[config.mk]
export PLATFORM = sky130hd
export DESIGN_NAME = wb_gpio_irq
export DESIGN_NICKNAME = d
export VERILOG_FILES = /design/src/rtl/wb_gpio_irq.sv
export SDC_FILE = /design/constraint.sdc
export NUM_CORES = 1
export LEC_CHECK = 0
export ABC_AREA = 0
export CAP_MARGIN = 40
export CORE_MARGIN = 1.5
export CORE_UTILIZATION = 35
export CTS_CLUSTER_DIAMETER = 100
export DETAILED_ROUTE_END_ITERATION = 7
export DONT_BUFFER_PORTS = 1
export SETUP_SLACK_MARGIN = 0.3
export SLEW_MARGIN = 20
export SYNTH_ARGS = -nofsm -noshare
export SYNTH_HDL_FRONTEND = slang
export SYNTH_SLANG_ARGS = --single-unit
[constraint.sdc]
create_clock -name clk -period 2.3 [get_ports clk]
set_clock_uncertainty 0.1 [all_clocks]
set_input_delay 0.23 -clock clk [delete_from_list [all_inputs] [get_ports clk]]
set_output_delay 0.23 -clock clk [all_outputs]
set_load 0.01 [all_outputs]
[src/rtl/wb_gpio_irq.sv]
// Wishbone GPIO peripheral: LED outputs with byte-lane and toggle writes, debounced
// button inputs, and per-button edge-selectable sticky interrupts with one level IRQ.
module wb_gpio_irq #(
    parameter logic [31:0] BASE_ADDRESS    = 32'h3000_0000,
    parameter int          NUM_LEDS        = 8,
    parameter int          NUM_BUTTONS     = 3,
    parameter int          DEBOUNCE_CYCLES = 16
) (
    input  logic                   clk,
    input  logic                   reset_n,
    input  logic                   i_wb_cyc,
    input  logic                   i_wb_stb,
    input  logic                   i_wb_we,
    input  logic [3:0]             i_wb_sel,
    input  logic [31:0]            i_wb_addr,
    input  logic [31:0]            i_wb_data,
    output logic                   o_wb_ack,
    output logic                   o_wb_stall,
    output logic [31:0]            o_wb_data,
    input  logic [NUM_BUTTONS-1:0] buttons,
    output logic [NUM_LEDS-1:0]    leds,
    output logic                   o_irq
);

    localparam int             CW       = $clog2(DEBOUNCE_CYCLES + 1);
    localparam logic [CW-1:0]  CNT_MAX  = CW'(DEBOUNCE_CYCLES - 1);
    localparam logic [31:0]    LED_MASK = 32'((64'd1 << NUM_LEDS) - 64'd1);
    localparam logic [31:0]    BTN_MASK = 32'((64'd1 << NUM_BUTTONS) - 64'd1);

    logic [31:0]            offset;
    logic [31:0]            lane_mask;
    logic [31:0]            wdata;
    logic [31:0]            rdata;
    logic                   hit;
    logic                   req;
    logic                   wr_en;
    logic [31:0]            led_q;
    logic [31:0]            en_q;
    logic [31:0]            edge_sel_q;
    logic [31:0]            status_q;
    logic [31:0]            led_next;
    logic [31:0]            status_clr;
    logic [NUM_BUTTONS-1:0] sync1;
    logic [NUM_BUTTONS-1:0] sync2;
    logic [NUM_BUTTONS-1:0] stable;
    logic [NUM_BUTTONS-1:0] update;
    logic [NUM_BUTTONS-1:0] event_set;
    logic [CW-1:0]          cnt [NUM_BUTTONS];

    // Addresses below the base wrap to large offsets and so fall outside the window.
    assign offset     = i_wb_addr - BASE_ADDRESS;
    assign hit        = (offset[1:0] == 2'b00) && (offset <= 32'h14);
    assign req        = i_wb_cyc && i_wb_stb && hit;
    assign wr_en      = req && i_wb_we;
    assign lane_mask  = {{8{i_wb_sel[3]}}, {8{i_wb_sel[2]}}, {8{i_wb_sel[1]}}, {8{i_wb_sel[0]}}};
    assign wdata      = i_wb_data & lane_mask;
    assign o_wb_stall = 1'b0;
    assign leds       = led_q[NUM_LEDS-1:0];

    always_comb begin
        update    = '0;
        event_set = '0;
        for (int i = 0; i < NUM_BUTTONS; i++) begin
            update[i]    = (sync2[i] != stable[i]) && (cnt[i] == CNT_MAX);
            event_set[i] = update[i] && (sync2[i] == edge_sel_q[i]);
        end
    end

    always_comb begin
        led_next   = led_q;
        status_clr = '0;
        rdata      = '0;
        if (wr_en) begin
            case (offset[4:2])
                3'd0:    led_next = (led_q & ~lane_mask) | wdata;
                3'd1:    led_next = led_q ^ wdata;
                3'd5:    status_clr = wdata;
                default: ;
            endcase
        end
        case (offset[4:2])
            3'd0:    rdata = led_q;
            3'd2:    rdata = 32'(stable);
            3'd3:    rdata = en_q;
            3'd4:    rdata = edge_sel_q;
            3'd5:    rdata = status_q;
            default: rdata = '0;
        endcase
    end

    // A change is accepted only after DEBOUNCE_CYCLES consecutive differing samples.
    always_ff @(posedge clk) begin
        if (!reset_n) begin
            sync1  <= '0;
            sync2  <= '0;
            stable <= '0;
            for (int i = 0; i < NUM_BUTTONS; i++) cnt[i] <= '0;
        end else begin
            sync1 <= buttons;
            sync2 <= sync1;
            for (int i = 0; i < NUM_BUTTONS; i++) begin
                if (sync2[i] == stable[i]) begin
                    cnt[i] <= '0;
                end else if (cnt[i] == CNT_MAX) begin
                    stable[i] <= sync2[i];
                    cnt[i]    <= '0;
                end else begin
                    cnt[i] <= cnt[i] + CW'(1);
                end
            end
        end
    end

    // Event set is OR-ed after the clear so a coincident event survives the W1C.
    always_ff @(posedge clk) begin
        if (!reset_n) begin
            led_q      <= '0;
            en_q       <= '0;
            edge_sel_q <= BTN_MASK;
            status_q   <= '0;
            o_wb_ack   <= 1'b0;
            o_wb_data  <= '0;
            o_irq      <= 1'b0;
        end else begin
            o_wb_ack <= req;
            if (req && !i_wb_we) o_wb_data <= rdata;
            led_q <= led_next & LED_MASK;
            if (wr_en && offset[4:2] == 3'd3) en_q <= ((en_q & ~lane_mask) | wdata) & BTN_MASK;
            if (wr_en && offset[4:2] == 3'd4) edge_sel_q <= ((edge_sel_q & ~lane_mask) | wdata) & BTN_MASK;
            status_q <= ((status_q & ~status_clr) | 32'(event_set)) & BTN_MASK;
            o_irq    <= |(status_q & en_q);
        end
    end

endmodule

==> results of run 1 <==
==> tightest hold or removal path: stages <==
cell and delay, ns:
a21oi_1 0.04, nand2_1 0.06, mux2i_1 0.05
==> per-layer routing <==
| layer | vias up | GRT usage | routed length [um] |
|---|---|---|---|
| li1 | 1033 | - | - |
| met1 | 988 | 0.175 | 2630 |
| met2 | 42 | 0.263 | 3180 |
| met3 | 7 | 0.0340 | 317 |
| met4 | 0 | 0.0423 | 51 |
| met5 | - | 0 | 0 |
==> worst paths after layout <==
path,endpoint,cells past startpoint
min,led_q[7]$_SDFFE_PN0P_,3
max reg2reg,cnt[2][2]$_SDFFCE_PN0P_,5
min reg2reg,sync2[1]$_SDFF_PN0_,1
max,flop,7
==> per-stage QoR <==
step                hold WS [ns]  utilization  cell area (um2)
floorplan                  0.228            -             2930
global placement           0.198        0.370             2860
detailed placement         0.200        0.370             2860
CTS                      0.00564        0.398             3070
global route             0.00274        0.399             3080
finish                    0.0145        0.399             3080
==> synth_stat cells (3+ instances only) <==
cell type / count
a21o_1: 3
a21oi_1: 6
a221oi_1: 4
a311o_1: 5
a31oi_1: 4
and2_1: 8
and3_1: 7
and4b_1: 5
buf_4: 25
clkbuf_1: 8
dfxtp_1: 36
edfxtp_1: 15
ha_1: 6
inv_1: 8
mux2_2: 3
mux2i_1: 14
nand2_1: 31
nand2b_1: 3
nand3_1: 15
nand3b_1: 4
nor2_1: 18
nor2b_1: 8
nor4_2: 3
nor4_4: 3
o21ai_0: 9
o21ai_1: 5
xnor2_1: 3
xor2_1: 6
==> report_power, final <==
group          total [W]  internal (W)  switching, W
sequential      0.000951      0.000940     0.0000105
clock           0.000611      0.000286      0.000325
combinational   0.000115     0.0000444     0.0000701
==> timing repair <==
item,in CTS,in global routing
setup endpoints to repair,0,1
gates resized for setup,0,1
endpoints found under the hold margin,36,0
hold buffers,9,0
==> cells by family after synthesis <==
family	count (synthesis)	synth area share
DFF	51	0.420
other	2	0.00269
and+or+nand+nor	121	0.267
AOI/OAI and AO/OA	42	0.101
xor gates and xnor gates	9	0.0283
buffers and inverters	43	0.0920
muxes	17	0.0624
adders and majority gates	6	0.0269
==> layout make-up <==
class	count	area [um2]
fillers	784	4650
multi-input cells	235	1510
flip-flops and latches	51	1170
repair buffers	13	130
well taps	102	128
clock buffers	6	93.8
inverters	8	30.0
clock inverters	2	15.0
==> results.json, run 1 <==
{
  "core-area_mm2": 0.00773,
  "start_kind": "input pin",
  "wl_per_cell_um": 14.8,
  "timing_worst_setup_path_type": "input pin to flop",
  "start_util": 0.361,
  "wl_um": 6180,
  "cap_violations": 0,
  "rsz0062_at_grt": "no",
  "max_freq_mhz": 534,
  "clock_sinks": 51,
  "io_pins": 119,
  "gp_congestion": 0.750,
  "clock_latency_ns": 0.31,
  "layout_commonest_cell": "conb_1",
  "numCtsBuffers": 5,
  "ir_drop_mv": 0.236,
  "viasPerCell": 4.96,
  "synthFlopType": "dfxtp_1",
  "ys_async_sr_fraction": 0,
  "syn_to_final_growth_pct": 10.5,
  "endpoint_kind": "flop",
  "numPortBuffers": 0,
  "rows": 32,
  "drive_gt1_frac": 0.0825,
  "grt_usage": 0.147,
  "hold_path_class": "input pin to flop",
  "status": "finished clean",
  "grt_pass1_wl_um": 9610,
  "netlist_instances": 291,
  "cts-root-buf": "clkbuf_8",
  "final_hold_viol_count": 0,
  "critPathTopFamily": "simple AND/OR/NAND/NOR gates",
  "critPathMaxStageDelay_ns": 0.54,
  "maxSlewViolCount": 0,
  "avgSynthCellArea_um2": 9.58,
  "finalPower_w": 0.00168,
  "synth-seq-cells": 51,
  "p_per_area_mw_per_mm2": 544,
  "die_area_mm2": 0.00851,
  "antenna_cells": 0,
  "cts_tree": "built",
  "r2r_start": "cnt[2][0]$_SDFFCE_PN0P_",
  "arrival_ns": 1.99,
  "synth_top_area_frac": 0.258,
  "dp.cells": 400,
  "p_leak_nw": 1.27,
  "grt_overflow": 0,
  "clock_path_buffers": 2,
  "cp_slowest_cell": "dlygate4sd3_1",
  "synth_area_leaders": "dfxtp_1 26%, edfxtp_1 16%, buf_4 6.7%",
  "drc": 0,
  "holdCritStartpoint": "i_wb_sel[0]",
  "htreeDepth": 2,
  "synth_edf_count": 15,
  "yosys_warnings": 0,
  "finalSetupViolations": 0,
  "cts.clk_slew.worst_paths_ns": 0.11,
  "cp_max_fo": 3,
  "die_x_um": 92.3,
  "dr_total_vias": 2070,
  "fin_nets": 396,
  "fin_ws_ns": 0.426,
  "regToRegSetupSlack_ns": 0.53,
  "grt_pass1_vias": 1927,
  "antenna_left": 0,
  "layout_common_cells": "40 x conb_1, 36 x dfxtp_1, 31 x nand2_1",
  "grt_antenna_before_repair": 0,
  "fin_crit_sh": 0.815,
  "cp.required_ns": 2.42,
  "syn_area_mm2": 0.00279,
  "cp.buffers_inverters": 2,
  "dp_hpwl_um": 4450,
  "fin_tns_setup_ns": 0,
  "dp_worst_setup_slack_ns": 0.347,
  "yosysTopAreaCell": "dfxtp_1",
  "drt_iter0_drc": 97,
  "firstDrtPassIters": 4,
  "instances_no_fill": 417,
  "grt_max_degree": 43,
  "die-height_um": 92.3,
  "layout_min_cycle_time_ns": 1.87,
  "crit_path_start": "i_wb_addr[1]",
  "crit_chain": "nor4_4 > nand4_2 > nor4_2 > buf_4 > mux2i_1 > nand2_1 > dlygate4sd3_1",
  "cts_setup_buffers": 0,
  "synth_cell_type_count": 46,
  "ys_seq_area_frac": 0.420
}
Power figures use the tool's default switching activity.
==> inputs of run 2 (changes only) <==
==> constraint.sdc (replaced) <==
create_clock -name clk -period 1.65 [get_ports clk]
set_clock_uncertainty 0.1 [all_clocks]
set_input_delay 0.165 -clock clk [delete_from_list [all_inputs] [get_ports clk]]
set_output_delay 0.165 -clock clk [all_outputs]
set_load 0.01 [all_outputs]
==> run 2 against run 1 <==
  * Wire length up 0.74%
  * Final area up 15%
  * Count of clock-buffer cells in the layout up 2
  * Clock power up 32%
  * Non-clock buffer count up 29
  * Combinational power up 77%
  * Register-to-register slack worse by 0.46 ns
  * Via count up 4.7%
  * Sequential share of layout area down 4.9 points
  * Global-route usage down 0.19 points
  * Worst setup slack worse by 0.36 ns
==> results.json, run 2 (synthesized netlist as in run 1, its figures left out) <==
{
  "status": "finished clean",
  "rows": 32,
  "numPortBuffers": 0,
  "wl_um": 6230,
  "max_freq_mhz": 633,
  "dr_wl_met2_um": 3180,
  "cp.required_ns": 1.71,
  "finalSetupViolations": 0,
  "top_layer": "met4",
  "grt_pass1_vias": 2022,
  "antenna_cells": 0,
  "wl_met1_um": 2720,
  "cts.clk_slew.worst_paths_ns": 0.09,
  "r2r_start": "cnt[0][1]$_SDFFCE_PN0P_",
  "drt_iter0_drc": 94,
  "fillers": 740,
  "clock_path_buffers": 2,
  "drc": 0,
  "dp.cells": 412,
  "grt_antenna_before_repair": 0,
  "timing_worst_setup_path_type": "flop to flop",
  "p_per_area_mw_per_mm2": 657,
  "hold_depth": 2,
  "die-height_um": 92.3,
  "grt_usage": 0.145,
  "grt_pass1_wl_um": 9770,
  "grt_max_degree": 43,
  "maxSlewViolCount": 0,
  "rsz0062_at_grt": "yes",
  "finalPower_w": 0.00233,
  "layout_min_cycle_time_ns": 1.58,
  "die_area_mm2": 0.00851,
  "cts-root-buf": "clkbuf_8",
  "antenna_left": 0,
  "dp_hpwl_um": 4410,
  "clock_latency_ns": 0.31,
  "min_to": "led_q[5]$_SDFFE_PN0P_",
  "met3_wirelength_um": 252,
  "fin_crit_sh": 0.957,
  "drive_gt1_frac": 0.238,
  "clock_sinks": 51,
  "instances_no_fill": 446,
  "rr_worst_depth": 5,
  "core-area_mm2": 0.00773,
  "regToRegSetupSlack_ns": 0.07,
  "holdCritStartpoint": "i_wb_data[5]",
  "die_x_um": 92.3,
  "layout_commonest_cell": "conb_1",
  "dr_total_vias": 2167,
  "wl_per_cell_um": 14.0,
  "cp_max_fo": 5,
  "io_pins": 119,
  "cap_violations": 0,
  "start_kind": "flop",
  "htreeDepth": 2,
  "p_leak_nw": 1.45,
  "hold_path_class": "input pin to flop",
  "grt_overflow": 0,
  "firstDrtPassIters": 4,
  "start_util": 0.361,
  "arrival_ns": 1.64,
  "endpoint_kind": "flop",
  "numCtsBuffers": 5,
  "r2r_end": "cnt[0][2]$_SDFFCE_PN0P_",
  "viasPerCell": 4.86,
  "fin_tns_setup_ns": 0,
  "fin_nets": 425,
  "layout_common_cells": "40 x conb_1, 33 x dfxtp_1, 30 x nand2_1",
  "final_hold_viol_count": 0,
  "gp_congestion": 0.773,
  "cts_tree": "built",
  "syn_to_final_growth_pct": 27.4,
  "ir_drop_mv": 0.333
}
run 2: changes by cell type in the layout (fill, tap and decap cells not counted), moves of 5 or more:
cell / previous run / this run
buf_4: 4 / 25
nand3_1: 15 / 8
ha_1: 6 / 0
buf_6: 0 / 5
nand3_2: 0 / 5
o21ai_0: 9 / 4
o21ai_2: 0 / 5
run 2: repair_timing:
item / in CTS / in global routing
setup buffers: 8 / 8
endpoints found under the hold margin: 36 / 6
endpoints found under the setup margin: 31 / 43
hold buffers: 8 / 2
pin swaps: 19 / 13
gates resized for setup: 7 / 19
run 2: area by class of cell:
type / instances / area [um2] / area share
repair buffers: 42 / 389 / 0.110
clock buffers: 8 / 101 / 0.0285
multi-input cells: 235 / 1730 / 0.486
well taps: 102 / 128 / 0.0359
flip-flops and latches: 51 / 1180 / 0.331
inverters: 8 / 30.0 / 0.00845
run 2: worst max-delay path by stage:
stage	startpoint	end	slack, ns
floorplan	i_wb_addr[21]	led_q[5]$_SDFFE_PN0P_	-0.02
global placement	i_wb_addr[1]	o_wb_data[1]$_SDFFE_PN0P_	-0.11
detailed placement	i_wb_addr[1]	led_q[6]$_SDFFE_PN0P_	-0.10
CTS	cnt[0][0]$_SDFFCE_PN0P_	cnt[0][2]$_SDFFCE_PN0P_	0.02
global route	cnt[0][0]$_SDFFCE_PN0P_	cnt[0][2]$_SDFFCE_PN0P_	-0.02
finish	cnt[0][1]$_SDFFCE_PN0P_	cnt[0][2]$_SDFFCE_PN0P_	0.07
run 2: stage by stage:
step / setup slack [ns] / util / instance area (um2) / hold WS [ns]
2_1_floorplan: -0.0238 / - / 3090 / 0.163
3_3_place_gp: -0.114 / 0.402 / 3110 / 0.136
3_5_place_dp: -0.101 / 0.402 / 3110 / 0.137
4_1_cts: 0.0236 / 0.437 / 3380 / 0.000974
5_1_grt: -0.0172 / 0.460 / 3550 / 0.00522
6_report: 0.0704 / 0.460 / 3550 / 0.00679
run 2: layer usage:
metal / track usage / up-vias
met4: 0.0385 / 0
li1: - / 1089
met3: 0.0415 / 8
met5: 0 / -
met2: 0.256 / 42
met1: 0.173 / 1028
run 2: worst max-delay path: stages (launching register included):
cell and delay, ns:
edfxtp_1 0.41, ha_2 0.21, and3_4 0.18, ha_4 0.15, nand3b_1 0.24, nor2_1 0.15
run 2: power by group:
| group | internal (W) | switching [W] | total [W] |
|---|---|---|---|
| Combinational | 0.0000905 | 0.000112 | 0.000203 |
| Sequential | 0.00131 | 0.0000136 | 0.00132 |
| Clock | 0.000394 | 0.000415 | 0.000809 |
| Total | 0.00179 | 0.000541 | 0.00233 |
==> inputs of run 3 (changes only) <==
--- a/config.mk
+++ b/config.mk
@@ -5,7 +5,7 @@
 export SDC_FILE = /design/constraint.sdc
 export NUM_CORES = 1
 export LEC_CHECK = 0
-export ABC_AREA = 0
+export ABC_AREA = 1
 export CAP_MARGIN = 40
 export CORE_MARGIN = 1.5
 export CORE_UTILIZATION = 35
@@ -13,6 +13,7 @@
 export DETAILED_ROUTE_END_ITERATION = 7
 export DONT_BUFFER_PORTS = 1
 export SETUP_SLACK_MARGIN = 0.3
+export SKIP_CTS_REPAIR_TIMING = 1
 export SLEW_MARGIN = 20
 export SYNTH_ARGS = -nofsm -noshare
 export SYNTH_HDL_FRONTEND = slang
==> run 3 against run 2 <==
  * The run now ends with negative hold slack left
  * Die area up 8.2%
  * Fmax down 2.6%
  * Utilization down 5.1 points
  * Count of clock-buffer cells in the layout down 3
  * Worst hold slack worse by 0.019 ns
  * Cell count up 23%
  * Register-to-register slack worse by 0.04 ns
  * Largest cell class unchanged
==> results.json, run 3 <==
{
  "synthXorXnorAreaFrac": 0.0203,
  "grt_max_degree": 38,
  "final_core_util": 0.409,
  "antenna_cells": 0,
  "yosys_warnings": 0,
  "critPathMostFrequentCell": "ha_2",
  "p_per_area_mw_per_mm2": 683,
  "grt_usage": 0.143,
  "firstDrtPassIters": 6,
  "numCtsBuffers": 5,
  "synth_area_leaders": "dfxtp_1 24%, edfxtp_1 15%, nor2_1 10%",
  "fin_nets": 525,
  "yosys.area_share.simple": 0.327,
  "critPathTopFamily": "simple AND/OR/NAND/NOR gates",
  "finalPower_w": 0.00232,
  "cp.buffers_inverters": 0,
  "numPortBuffers": 0,
  "htreeDepth": 2,
  "wl_um": 6400,
  "syn_to_final_growth_pct": 12.0,
  "gp_congestion": 0.826,
  "syn_area_mm2": 0.00303,
  "p_leak_nw": 1.52,
  "synth_edf_count": 15,
  "die_area_mm2": 0.00921,
  "fillers": 863,
  "crit_chain": "ha_2 > nand2_2 > nor2_2 > ha_2 > nand3b_1 > nor3b_2",
  "layout_min_cycle_time_ns": 1.62,
  "arrival_ns": 1.68,
  "synth_top_area_frac": 0.238,
  "start_util": 0.365,
  "fin_crit_sh": 0.983,
  "die_x_um": 96.0,
  "rsz0062_at_grt": "yes",
  "dp_hpwl_um": 4850,
  "cp_slowest_cell": "edfxtp_1",
  "wl_per_cell_um": 11.7,
  "yosysTopAreaCell": "dfxtp_1",
  "dr_total_vias": 2554,
  "cts_tree": "built",
  "fin_ws_ns": 0.0277,
  "netlist_instances": 419,
  "hold_slack_ns": -0.0122,
  "critPathMaxStageDelay_ns": 0.44,
  "cts-root-buf": "clkbuf_8",
  "timing_worst_setup_path_type": "flop to flop",
  "core-area_mm2": 0.00830,
  "violations": "negative hold slack",
  "synthAdderAreaFrac": 0.0248,
  "synth_cell_type_count": 35,
  "yosysMostFrequentCell": "nor2_1",
  "seqCellArea_mm2": 0.00117,
  "hold_path_class": "input pin to flop",
  "status": "complete, but fails checks",
  "clock_sinks": 51,
  "muxShareOfSynthArea": 0,
  "multi_input_comb_area_mm2": 0.00163,
  "ys_seq_area_frac": 0.387,
  "drc": 0,
  "grt_pass1_wl_um": 10200,
  "final_cell_area_mm2": 0.00339,
  "cp_max_fo": 5,
  "grt_pass1_vias": 2284,
  "clock_latency_ns": 0.31,
  "cts.clk_slew.worst_paths_ns": 0.10,
  "synth-seq-cells": 51,
  "drive_gt1_frac": 0.135,
  "ys_async_sr_fraction": 0,
  "place_area_mm2": 0.00309,
  "drt_iter0_drc": 86,
  "grt_overflow": 0,
  "endpoint_kind": "flop",
  "synth_commonest_cells": "81 x nor2_1, 73 x nand2_1, 56 x inv_1",
  "maxSlewViolCount": 0,
  "start_kind": "flop",
  "viasPerCell": 4.65,
  "layout_common_cells": "70 x nor2_1, 68 x nand2_1, 54 x inv_1",
  "cp.required_ns": 1.71,
  "layout_commonest_cell": "nor2_1",
  "cap_violations": 0,
  "clock_path_buffers": 2,
  "grt_antenna_before_repair": 0,
  "regToRegSetupSlack_ns": 0.03,
  "rows": 33,
  "max_freq_mhz": 616,
  "die-height_um": 96.0,
  "synthFlopType": "dfxtp_1",
  "io_pins": 119,
  "antenna_left": 0,
  "avgSynthCellArea_um2": 7.22,
  "ir_drop_mv": 0.402,
  "synth_compound_area_frac": 0.0814,
  "dp_worst_setup_slack_ns": -0.00312,
  "finalSetupViolations": 0,
  "synth_top_family_by_area": "simple AND/OR/NAND/NOR gates",
  "final_hold_viol_count": 5
}
run 3: worst min-delay path: cells and delay by family:
family,cells,cell delay (ns)
AND/OR/NAND/NOR,3,0.20
run 3: path summary, 6_finish.rpt:
| kind | start | endpoint | cells past startpoint |
|---|---|---|---|
| worst min register to register | sync1[2]$_SDFF_PN0_ | sync2[2]$_SDFF_PN0_ | 2 |
| worst max register to register | cnt[2][0]$_SDFFCE_PN0P_ | cnt[2][2]$_SDFFCE_PN0P_ | 6 |
| worst min-delay path | i_wb_we | status_q[2]$_SDFF_PN0_ | 3 |
| worst max-delay path | cnt[2][0]$_SDFFCE_PN0P_ | cnt[2][2]$_SDFFCE_PN0P_ | 6 |
run 3: power breakdown:
part | leakage (nW) | internal [W] | switching (W) | total, W
registers | 0.446 | 0.00131 | 0.0000144 | 0.00133
clock network | 0.0467 | 0.000315 | 0.000461 | 0.000776
logic | 1.03 | 0.0000732 | 0.000140 | 0.000213
run 3: area by class of cell:
cell class                 instances  area share
sequential                        51       0.345
inverter                          58      0.0642
tap                              105      0.0387
timing repair buffer              15      0.0428
clock buffer                       5      0.0203
multi-input combinational        312       0.480
clock inverter                     3     0.00812
run 3: stage by stage:
step | setup TNS, ns | cells | hold slack, ns
6_report | 0 | 549 | -0.0122
4_1_cts | -0.0296 | 536 | -0.160
2_1_floorplan | 0 | 457 | 0.163
3_3_place_gp | 0 | 528 | 0.164
3_5_place_dp | -0.00312 | 528 | 0.163
5_1_grt | -0.226 | 549 | 0.00171
run 3: per-layer routing:
metal  up-vias  track usage  share of wire
met5         -            0              0
met4         0       0.0368         0.0072
met1      1136        0.176           0.46
li1       1331            -              -
met3         2       0.0371          0.065
met2        85        0.248           0.46
run 3: cells by family (layout without fill, tap and decap cells):
group / Yosys count / in the layout
AND/OR/NAND/NOR: 215 / 215
AO/OA/AOI/OAI: 44 / 44
buffers and inverters: 94 / 81
XOR/XNOR: 7 / 7
flip-flops: 51 / 51
adder cells (fa/ha/maj): 6 / 6
other: 2 / 40
